File: src/rtl/axis_pkg.sv
// rtl/axis_pkg.sv - shared helpers for stream blocks
package axis_pkg;

  // Pointer width for a circular buffer of depth-1 words, never below 1 bit.
  function automatic int ptr_width(input int depth);
    return ($clog2(depth - 1) < 1) ? 1 : $clog2(depth - 1);
  endfunction

  // Advance a pointer, wrapping to 0 after 'last' (no power-of-two assumption).
  function automatic int unsigned ptr_inc(input int unsigned ptr, input int unsigned last);
    return (ptr >= last) ? 0 : ptr + 1;
  endfunction

endpackage

File: src/rtl/sdp_ram.sv
// rtl/sdp_ram.sv - simple dual-port RAM, one write port, one registered read port
module sdp_ram #(
  parameter int WIDTH = 8,
  parameter int DEPTH = 15,
  localparam int AW = (DEPTH > 1) ? $clog2(DEPTH) : 1
) (
  input  logic             clock,
  input  logic             wen,
  input  logic [AW-1:0]    waddr,
  input  logic [WIDTH-1:0] wdata,
  input  logic             ren,
  input  logic [AW-1:0]    raddr,
  output logic [WIDTH-1:0] rdata
);

  logic [WIDTH-1:0] mem [DEPTH];

  always_ff @(posedge clock) begin
    if (wen) mem[waddr] <= wdata;
    if (ren) rdata <= mem[raddr];
  end

endmodule

File: src/rtl/axis_fifo.sv
// rtl/axis_fifo.sv - stream FIFO with RAM store, registered output word and level flags
// Occupancy counts the output word plus the RAM contents.
module axis_fifo
  import axis_pkg::*;
#(
  parameter int WIDTH      = 8,
  parameter int DEPTH      = 16,
  parameter int AFULL      = DEPTH - 1,
  parameter int AEMPTY     = 1,
  parameter int SIZE_WIDTH = $clog2(DEPTH + 1)
) (
  input  logic                  clock,
  input  logic                  reset,
  input  logic                  flush,
  output logic [SIZE_WIDTH-1:0] size,
  output logic                  almost_full,
  output logic                  almost_empty,
  input  logic [WIDTH-1:0]      idata,
  input  logic                  ivalid,
  output logic                  iready,
  output logic [WIDTH-1:0]      odata,
  output logic                  ovalid,
  input  logic                  oready
);

  localparam int PW = ptr_width(DEPTH);
  localparam int unsigned LAST = DEPTH - 2;
  localparam logic [SIZE_WIDTH-1:0] DEPTH_S  = SIZE_WIDTH'(DEPTH);
  localparam logic [SIZE_WIDTH-1:0] AFULL_S  = SIZE_WIDTH'(AFULL);
  localparam logic [SIZE_WIDTH-1:0] AEMPTY_S = SIZE_WIDTH'(AEMPTY);
  localparam logic AF_AT_ZERO = (AFULL <= 0);

  logic [PW-1:0]         wptr, rptr;
  logic [SIZE_WIDTH-1:0] size_next;
  logic [WIDTH-1:0]      odata_q, ram_rdata;
  logic                  from_ram;
  logic                  itransfer, otransfer, load, ram_busy;
  logic                  ram_rd, ram_wr, bypass;

  always_comb begin
    itransfer = ivalid && iready;
    otransfer = ovalid && oready;
    size_next = size + SIZE_WIDTH'(itransfer) - SIZE_WIDTH'(otransfer);
    // Output word is present whenever size > 0, so the RAM holds size-1 words.
    ram_busy  = size > SIZE_WIDTH'(1);
    load      = !ovalid || otransfer;
    ram_rd    = !flush && load && ram_busy;
    bypass    = !flush && load && !ram_busy && itransfer;
    ram_wr    = !flush && itransfer && !bypass;
  end

  always_ff @(posedge clock or posedge reset) begin
    if (reset) begin
      size         <= '0;
      iready       <= 1'b0;
      ovalid       <= 1'b0;
      almost_full  <= 1'b0;
      almost_empty <= 1'b1;
      wptr         <= '0;
      rptr         <= '0;
      odata_q      <= '0;
      from_ram     <= 1'b0;
    end else if (flush) begin
      size         <= '0;
      iready       <= 1'b1;
      ovalid       <= 1'b0;
      almost_full  <= AF_AT_ZERO;
      almost_empty <= 1'b1;
      wptr         <= '0;
      rptr         <= '0;
    end else begin
      size         <= size_next;
      iready       <= size_next < DEPTH_S;
      ovalid       <= size_next != '0;
      almost_full  <= size_next >= AFULL_S;
      almost_empty <= size_next <= AEMPTY_S;
      if (ram_rd) begin
        rptr     <= PW'(ptr_inc(32'(rptr), LAST));
        from_ram <= 1'b1;
      end else if (bypass) begin
        odata_q  <= idata;
        from_ram <= 1'b0;
      end
      if (ram_wr) wptr <= PW'(ptr_inc(32'(wptr), LAST));
    end
  end

  // The RAM read register doubles as the output register when it holds the oldest word.
  assign odata = from_ram ? ram_rdata : odata_q;

  sdp_ram #(
    .WIDTH(WIDTH),
    .DEPTH(DEPTH - 1)
  ) u_ram (
    .clock(clock),
    .wen  (ram_wr),
    .waddr(wptr),
    .wdata(idata),
    .ren  (ram_rd),
    .raddr(rptr),
    .rdata(ram_rdata)
  );

endmodule

File: config.mk
export PLATFORM = sky130hd
export DESIGN_NAME = axis_fifo
export DESIGN_NICKNAME = d
export VERILOG_FILES = /design/src/rtl/axis_pkg.sv /design/src/rtl/sdp_ram.sv /design/src/rtl/axis_fifo.sv
export SDC_FILE = /design/constraint.sdc
export NUM_CORES = 1
export LEC_CHECK = 0
export BUFFER_PORTS_ARGS = -buffer_cell sky130_fd_sc_hd__buf_2
export CORE_UTILIZATION = 60
export DETAILED_ROUTE_END_ITERATION = 6
export GPL_TIMING_DRIVEN = 0
export PLACE_DENSITY_LB_ADDON = 0.08
export SLEW_MARGIN = 20
export SYNTH_ARGS = -nofsm -noshare
export SYNTH_HDL_FRONTEND = slang
export SYNTH_SLANG_ARGS = --single-unit
File: constraint.sdc
create_clock -name clock -period 4.8 [get_ports clock]
set_clock_uncertainty 0.2 [all_clocks]
set_input_delay 0.96 -clock clock [delete_from_list [all_inputs] [get_ports clock]]
set_output_delay 0.96 -clock clock [all_outputs]
set_load 0.02 [all_outputs]
# Word-level counts from Yosys, hierarchy flattened
# Memory sizes are Yosys's and may differ from the RTL's. A register that Yosys moved wholly into a read port is not among the register bits.
# Cells that the tools add are included.
[op_classes]
reduce_logical = 19
magnitude_cmp = 6
n_bitwise = 2
addsub = 4
mux = 16
[op_table]
columns = ["cell", "count"]
rows = [
  ["2-to-1 mux 4 bit", 6],
  ["adder 4 x 1 -> 4 bit (second input constant)", 2],
  ["greater-or-equal comparator 4 bit (second input constant)", 2],
  ["logical AND 1 bit", 8],
  ["2-to-1 mux 1 bit", 8],
  ["2-to-1 mux 8 bit", 1],
  ["nonzero test 2 bit", 3],
  ["adder 5 x 1 -> 5 bit", 1],
  ["greater-or-equal comparator 5 x 4 -> 1 bit (second input constant)", 1],
  ["greater-than comparator 5 x 1 -> 1 bit (second input constant)", 1],
  ["less-or-equal comparator 5 x 1 -> 1 bit (second input constant)", 1],
  ["< comparator 5 bit (second input constant)", 1],
  ["2-to-1 mux 5 bit", 1],
  ["nonzero test 5 bit", 1],
  ["subtractor 5 x 1 -> 5 bit", 1],
  ["zero test 1 bit", 4],
  ["AND reduction 3 bit", 1],
  ["NOT 1 bit", 2],
  ["AND reduction 2 bit", 1],
  ["logical OR 1 bit", 1],
]
[word_totals]
ff_bits = 26
output_inout_bits = 17
mem_count = 1
wordCells = 57
ram_bits = 120
in_bits = 13
[memory_table]
columns = ["name", "depth", "word_bits", "rd", "rd_ports_with_merged_regs", "write_ports", "line_no", "source"]
rows = [
  ["u_ram.mem", 15, 8, 1, 1, 1, "sdp_ram.sv:16", "logic [WIDTH-1:0] mem [DEPTH];"],
]

# Depth between registers and ports, before layout
# Gate-level depths: netlist of run 1.
[logic_depth]
word_depth = 9
mapped_depth = 13
ltp_nobuf = 11

# Hierarchy
# A second synthesis of run 1 with hierarchy kept.
[hier_totals]
cells_unflattened = 365
area_unflattened_um2 = 6444.9
[by_module_without_submodules]
columns = ["mod", "seq_area_each_um2", "cells_per_inst", "instances", "area_each_um2"]
rows = [
  ["sdp_ram", 3843.7, 229, 1, 4946.0],
  ["axis_fifo", 651.9, 136, 1, 1498.9],
]

# Worst setup path after synthesis of run 1
# OpenSTA, ideal clock, no wires.
[synth_timing]
path_kind = "input to register"
startpoint = "input port ivalid"
endpoint = "register iready"
stages = 13
n_path_buf = 2
setup_slack_ns = 1.198
setup_time_ns = 0.127
t_arrival_ns = 3.275
required_time_ns = 4.473
path_cell_list = "and2_1 > clkbuf_1 > inv_1 > clkbuf_1 > ha_1 > inv_1 > ha_1 > inv_1 > fa_1 > o21bai_1 > a21oi_1 > xnor2_1 > or2_2"
[synth_between]
elab_chain_len = 5
[synth_rtl]
columns = ["element", "line_no", "source"]
rows = [
  ["start: declaration", "axis_fifo.sv:19", "input logic ivalid,"],
  ["logical AND 1 bit", "axis_fifo.sv:41", "itransfer = ivalid && iready;"],
  ["adder 5 x 1 -> 5 bit", "axis_fifo.sv:43", "size_next = size + SIZE_WIDTH'(itransfer) - SIZE_WIDTH'(otransfer);"],
  ["subtractor 5 x 1 -> 5 bit", "axis_fifo.sv:43", ""],
  ["< comparator 5 bit", "axis_fifo.sv:73", "iready <= size_next < DEPTH_S;"],
  ["2-to-1 mux 1 bit", "axis_fifo.sv:63", "end else if (flush) begin"],
  ["end signal: assignment", "axis_fifo.sv:73", ""],
  ["end: declaration", "axis_fifo.sv:20", "output logic iready,"],
]
# Every way passes these cells.
# A chain may end at the register's enable or synchronous reset.

# Final worst setup path of run 1
[layout_timing]
startpoint = "input port ivalid"
endpoint = "register ovalid"
[layout_between]
elab_chain_len = 5
[layout_rtl]
columns = ["element", "line_no", "source"]
rows = [
  ["logical AND 1 bit", "axis_fifo.sv:41", ""],
  ["adder 5 x 1 -> 5 bit", "axis_fifo.sv:43", ""],
  ["subtractor 5 x 1 -> 5 bit", "axis_fifo.sv:43", ""],
  ["nonzero test 5 bit", "axis_fifo.sv:74", "ovalid <= size_next != '0;"],
  ["2-to-1 mux 1 bit", "axis_fifo.sv:63", ""],
  ["end signal: assignment", "axis_fifo.sv:56", "ovalid <= 1'b0;"],
  ["end signal: assignment", "axis_fifo.sv:66", "ovalid <= 1'b0;"],
  ["end signal: assignment", "axis_fifo.sv:74", ""],
  ["end: declaration", "axis_fifo.sv:22", "output logic ovalid,"],
]
# Every way passes these cells.

==> impl_metrics.json, run 1 <==
{
  "insertion_delay_ns": 0.53,
  "drt_first_pass_iters": 5,
  "syn-num-nets": 407,
  "max_cap_viol_count": 0,
  "finalMaxSlewViolations": 0,
  "cts.path.max_buffers": 2,
  "grt_pass1_vias": 3515,
  "synth_area_per_cell_sq_um": 16.9,
  "die_w_um": 105,
  "synth_compound_area_share_pct": 5.95,
  "power_leakage_uw": 0.00254,
  "switching_share_pct": 32.2,
  "critPathRequiredTime_ns": 4.98,
  "globalplace.congestion": 0.850,
  "synth_area_sq_um": 6410,
  "clk_pin_slew_ns": 0.06,
  "async_flop_share_pct": 16.9,
  "drive_gt1_share_pct": 28.6,
  "synthMuxAreaShare_pct": 12.5,
  "crit_family": "buffers and inverters",
  "hold_viol_final": 0,
  "ys_dominant_reg_cell": "edfxtp_1",
  "yosys.area_share.simple_pct": 5.64,
  "design.core.area_sq_um": 10300,
  "crit_path_end_kind": "flip-flop",
  "max_freq_ghz": 0.267,
  "synth_commonest_cells": "edfxtp_1 (128), dfrtp_1 (25), mux4_2 (24)",
  "viasPerCell": 6.02,
  "finalSetupTns_ns": 0,
  "synthDistinctLibCells": 46,
  "vias": 3516,
  "cts_setup_buffers": 0,
  "synth-xor-area-share_pct": 0.546,
  "cts_made_buffers": 17,
  "yosysMostFrequentCell": "edfxtp_1",
  "clockPowerShare_pct": 29.1,
  "antenna-diode-count": 0,
  "wl_per_cell_um": 22.4,
  "crit_slowest_cell": "clkbuf_1",
  "cp_data_arrival_time_ns": 3.92,
  "p_switching_uw": 1330,
  "cts_tree": "done",
  "met1Wirelength_um": 5770,
  "relSlewSlack_pct": 34.2,
  "crit_type": "primary input to flip-flop",
  "synth_seq_cells": 154,
  "cp_common_cell": "inv_1",
  "synth_top_area_share_pct": 59.9,
  "grt.overflow.total": 0,
  "setup_violations": 0,
  "clock_sinks": 154,
  "drt-initial-drc-count": 380,
  "fin_crit_sh_pct": 78.1,
  "routed.top_layer": "met4",
  "tightestPinTransition_ns": 0.979,
  "postRouteAntennaNets": 0,
  "ir_drop_v": 0.000324,
  "p_total_uw": 4150,
  "dp_hpwl_um": 8680,
  "synth_top_family_by_area": "multiplexers",
  "yosysWarnings": 0,
  "die_area_sq_um": 11100,
  "critical_path.cell_chain": "buf_2, and2_1, clkbuf_1, inv_1, clkbuf_1, ha_1, inv_1, ha_1, inv_1, fa_1, o21bai_1, a21oi_1, xnor2_1, a31oi_1",
  "cts.repair.resized": 0,
  "syn_inst": 379,
  "root_buffer": "clkbuf_8",
  "wl_met3_um": 1000,
  "drc": 0,
  "htree_levels": 4,
  "grt_max_degree": 27,
  "grt.total_usage_pct": 26.0,
  "fin_crit_ns": 3.75,
  "io_pins": 30,
  "dr_wl_met2_um": 6170,
  "synthAdderAreaFrac_pct": 3.04,
  "hold_class": "primary input to async pin",
  "synth_area_leaders": "edfxtp_1 (60%), dfrtp_1 (9.8%), mux4_2 (8.4%)",
  "rsz0062_at_grt": "no",
  "final_nets": 463,
  "fp-row-count": 37,
  "p_int_uw": 2820,
  "synth_top_cell_by_area": "edfxtp_1",
  "status": "complete, no violations",
  "area_growth_pct": 14.9,
  "antenna_found_initial": 0,
  "initial_utilization_pct": 62.1,
  "postCtsHoldBufs": 0,
  "cp_slowest_stage_delay_ns": 0.53,
  "critPathBufInv": 6,
  "startpoint_type": "primary input",
  "ys_seq_area_share_pct": 70.1,
  "grt_first_pass_wirelength_um": 20100,
  "comb_power_share_pct": 30.5,
  "power_density_nw_per_um2": 563,
  "finalWirelength_um": 13100,
  "path_max_fanout": 10,
  "synth_edf_count": 128,
  "io_buffer_count": 29,
  "die_y_um": 105,
  "seq_power_share_pct": 40.4
}
## registers in the layout, indices dropped and copies added, names as in the netlist
register / count
u_ram.mem: 120
size: 5
odata_q: 8
almost_empty: 1
u_ram.rdata: 8
rptr: 4
iready: 1
almost_full: 1
wptr: 4
ovalid: 1
from_ram: 1
## logic make-up (layout without fill, tap and decap cells)
kind of cell,Yosys count,in the layout
AND/OR/NAND/NOR,62,62
buffers and inverters,35,104
multiplexers,48,48
flip-flops,154,154
adder cells (fa/ha/maj),15,15
XOR/XNOR,4,4
AO/OA/AOI/OAI,61,61
## stage by stage
step | setup WS (ns) | hold WS, ns | utilization, % | std cells | area [sq um]
final | 1.05 | 0.299 | 71.4 | 584 | 7370
after floorplan | 1.20 | 0.277 | - | 379 | 6410
after detailed placement | 0.518 | 0.298 | 66.1 | 552 | 6830
after global routing | 0.795 | 0.319 | 71.4 | 584 | 7370
after CTS | 1.08 | 0.314 | 71.4 | 584 | 7370
after global placement | 0.674 | 0.286 | 65.2 | 544 | 6730
## layer usage
layer	track usage, %	vias to the layer above
li1	-	1599
met1	37.5	1772
met2	38.3	128
met3	8.04	17
met4	8.45	0
met5	0	-
## worst reg2reg max path, delay by kind of cell, from the launching register on
kind / cells / cell delay (ns)
AO/OA/AOI/OAI: 3 / 0.44
XOR/XNOR: 1 / 0.36
adder cells (fa/ha/maj): 3 / 0.93
buffers and inverters: 5 / 1.02
flip-flops: 1 / 0.37
AND/OR/NAND/NOR: 1 / 0.13
## power groups by stage
stage                     Sequential (uW)  Clock, uW  Combinational [uW]
after global placement               1700          0                1220
after floorplan                      1720          0                 866
after CTS                            1680       1220                1270
after detailed placement             1700          0                1260
after global routing                 1690       1270                1380
final                                1680       1210                1270
## final timing paths
path | from | to | slack (ns) | depth (start not counted)
setup / recovery | ivalid | ovalid$_DFF_PP0_ | 1.05 | 14
hold / removal | reset | odata_q[7]$_DFFE_PP0P_ | 0.30 | 2
setup reg to reg | iready$_DFF_PP0_ | ovalid$_DFF_PP0_ | 1.22 | 13
hold reg to reg | odata_q[7]$_DFFE_PP0P_ | odata_q[7]$_DFFE_PP0P_ | 0.31 | 1
max in group asynchronous | reset | iready$_DFF_PP0_ | 3.70 | 2
min in group clock | odata_q[7]$_DFFE_PP0P_ | odata_q[7]$_DFFE_PP0P_ | 0.31 | 1
## area by class of cell
type                    instances  area [sq um]
flip-flops and latches        154          4500
inverters                      14          52.6
clock buffers                  18           418
fillers                       647          2960
repair buffers                 37           193
plain buffers                  21          91.3
well taps                     136           170
clock inverters                14           123
multi-input cells             190          1820
## layout by cell type, fill, tap and decap left out, drive strengths merged, types with 2 or more instances in the layout
| cell type | instances |
|---|---|
| dfrtp | 25 |
| o211ai | 9 |
| mux2 | 16 |
| o21ai | 14 |
| ha | 14 |
| and2 | 2 |
| clkinvlp | 2 |
| o22ai | 9 |
| a21oi | 16 |
| a311oi | 2 |
| mux2i | 8 |
| buf | 43 |
| mux4 | 24 |
| or2 | 2 |
| nand3 | 3 |
| nor4 | 10 |
| nor2 | 13 |
| nor2b | 2 |
| clkbuf | 33 |
| nand2 | 17 |
| inv | 17 |
| nand4b | 2 |
| o21bai | 3 |
| clkinv | 8 |
| edfxtp | 128 |
| xnor2 | 3 |
| nand2b | 4 |
| o31ai | 2 |
Power figures use the tool's default switching activity.
==> run 2: changes to the inputs <==
CORE_UTILIZATION = 55   (was 60)
clock period = 3.39 ns   (was 4.8 ns; I/O delays follow)
==> impl_metrics.json, run 2 (synthesis gave the netlist of run 1 again) <==
{
  "biggestRegsByFlops": "u_ram.mem x120, odata_q x8, u_ram.rdata x8",
  "dp_slack_ns": -0.680,
  "finalMaxSlewViolations": 0,
  "fin_crit_ns": 3.08,
  "whs_ns": 0.0994,
  "failed_checks": "design-rule violations",
  "dp_hpwl_um": 8980,
  "status": "finished, violations left",
  "p_total_uw": 6080,
  "cts.path.max_buffers": 2,
  "drc": 2,
  "antenna_found_initial": 0,
  "startpoint_type": "flip-flop",
  "area_growth_pct": 15.9,
  "globalplace.congestion": 0.805,
  "drive_gt1_share_pct": 29.2,
  "insertion_delay_ns": 0.42,
  "finalWirelength_um": 13500,
  "max_freq_ghz": 0.324,
  "layout_commonest_cell": "edfxtp_1",
  "die_area_sq_um": 12100,
  "ir_drop_v": 0.000588,
  "cts_tree": "done",
  "grt_max_degree": 27,
  "power_density_nw_per_um2": 818,
  "fin_crit_sh_pct": 90.9,
  "drt_first_pass_iters": 7,
  "fp-row-count": 39,
  "die_y_um": 110,
  "grt_first_pass_wirelength_um": 20400,
  "cp_data_arrival_time_ns": 3.19,
  "postRouteAntennaNets": 0,
  "drt-initial-drc-count": 394,
  "io_buffer_count": 29,
  "grt.overflow.total": 0,
  "antenna-diode-count": 0,
  "initial_utilization_pct": 56.4,
  "power_leakage_uw": 0.00257,
  "design.core.area_sq_um": 11400,
  "critPathRequiredTime_ns": 3.49,
  "path_max_fanout": 7,
  "viasPerCell": 5.97,
  "largest_register_ffs": 120,
  "wl_per_cell_um": 22.9,
  "clk_pin_slew_ns": 0.06,
  "setup_violations": 0,
  "fillers": 790,
  "grt.total_usage_pct": 24.9,
  "crit_path_end_kind": "flip-flop",
  "fin_ws_ns": 0.307,
  "final_cell_mix": "edfxtp_1 (128), buf_2 (35), dfrtp_1 (25), mux4_2 (24)",
  "cts_made_buffers": 17,
  "finalSetupTns_ns": 0,
  "io_pins": 30,
  "vias": 3529,
  "hold_class": "primary input to async pin",
  "root_buffer": "clkbuf_16",
  "clock_sinks": 154,
  "tightestPinTransition_ns": 0.974,
  "max_cap_viol_count": 0,
  "relSlewSlack_pct": 34.9,
  "grt_pass1_vias": 3444,
  "dpl_cell_area_sq_um": 6840,
  "hold_viol_final": 0,
  "rsz0062_at_grt": "no",
  "final_nets": 463,
  "htree_levels": 4,
  "crit_type": "flip-flop to flip-flop",
  "regMostFlops": "u_ram.mem",
  "final_area_sq_um": 7430,
  "die_w_um": 110
}
==> run 2: cell types whose count changed in the layout (fill, tap and decap cells not counted), moves of 2 or more <==
cell,before,now
clkinv_2,1,4
bufinv_16,1,3
clkinv_4,4,2
inv_6,3,1
==> run 2: layout make-up <==
type                       instances  area [sq um]  area share, %
inverter                          14          56.3          0.757
clock inverter                    13           151           2.04
multi-input combinational        190          1830           24.6
buffer                            20          87.6           1.18
clock buffer                      19           433           5.82
timing repair buffer              38           200           2.69
tap                              143           179           2.41
sequential                       154          4500           60.5
==> run 2: through the flow <==
stage                     instances  util [%]
after floorplan                 379         -
after global placement          551      59.3
after detailed placement        559      60.1
after CTS                       591      65.3
after global routing            591      65.4
final                           591      65.4
==> run 2: worst paths after layout <==
kind | depth (start not counted) | slack, ns | endpoint | from
setup / recovery | 12 | 0.31 | iready$_DFF_PP0_ | iready$_DFF_PP0_
hold / removal | 2 | 0.1 | odata_q[7]$_DFFE_PP0P_ | reset
setup reg to reg | 12 | 0.31 | iready$_DFF_PP0_ | iready$_DFF_PP0_
hold reg to reg | 1 | 0.31 | odata_q[2]$_DFFE_PP0P_ | odata_q[2]$_DFFE_PP0P_
max in group asynchronous | 2 | 2.52 | wptr[2]$_DFFE_PP0P_ | reset
min in group clock | 1 | 0.31 | odata_q[2]$_DFFE_PP0P_ | odata_q[2]$_DFFE_PP0P_
==> run 2: critical path: stages (launching register included) <==
cell	delay, ns
dfrtp_1	0.33
and2_1	0.12
clkbuf_1	0.37
clkinvlp_4	0.18
ha_1	0.29
inv_1	0.05
ha_1	0.15
inv_1	0.05
fa_1	0.43
o21bai_1	0.19
a21oi_1	0.12
xnor2_2	0.19
or2_2	0.29
==> run 2: where the power goes <==
group          switching [uW]  internal (uW)
combinational            1080            750
clock                     721           1150
sequential               97.4           2280
total                    1900           4180
==> run 2: what timing repair did <==
action | CTS | global route
endpoints found under the setup margin | 5 | 1
setup buffers | 1 | 0
resized for setup | 1 | 1
hold buffers | 0 | 0
==> run 2: per-layer routing <==
| layer | GRT usage (%) | vias to the layer above | routed length, um | part of all wire, % |
|---|---|---|---|---|
| li1 | - | 1599 | - | - |
| met1 | 35.7 | 1798 | 6210 | 46 |
| met2 | 37.1 | 114 | 6310 | 47 |
| met3 | 6.64 | 18 | 800 | 5.9 |
| met4 | 8.48 | 0 | 221 | 1.6 |
| met5 | 0 | - | 0 | 0 |
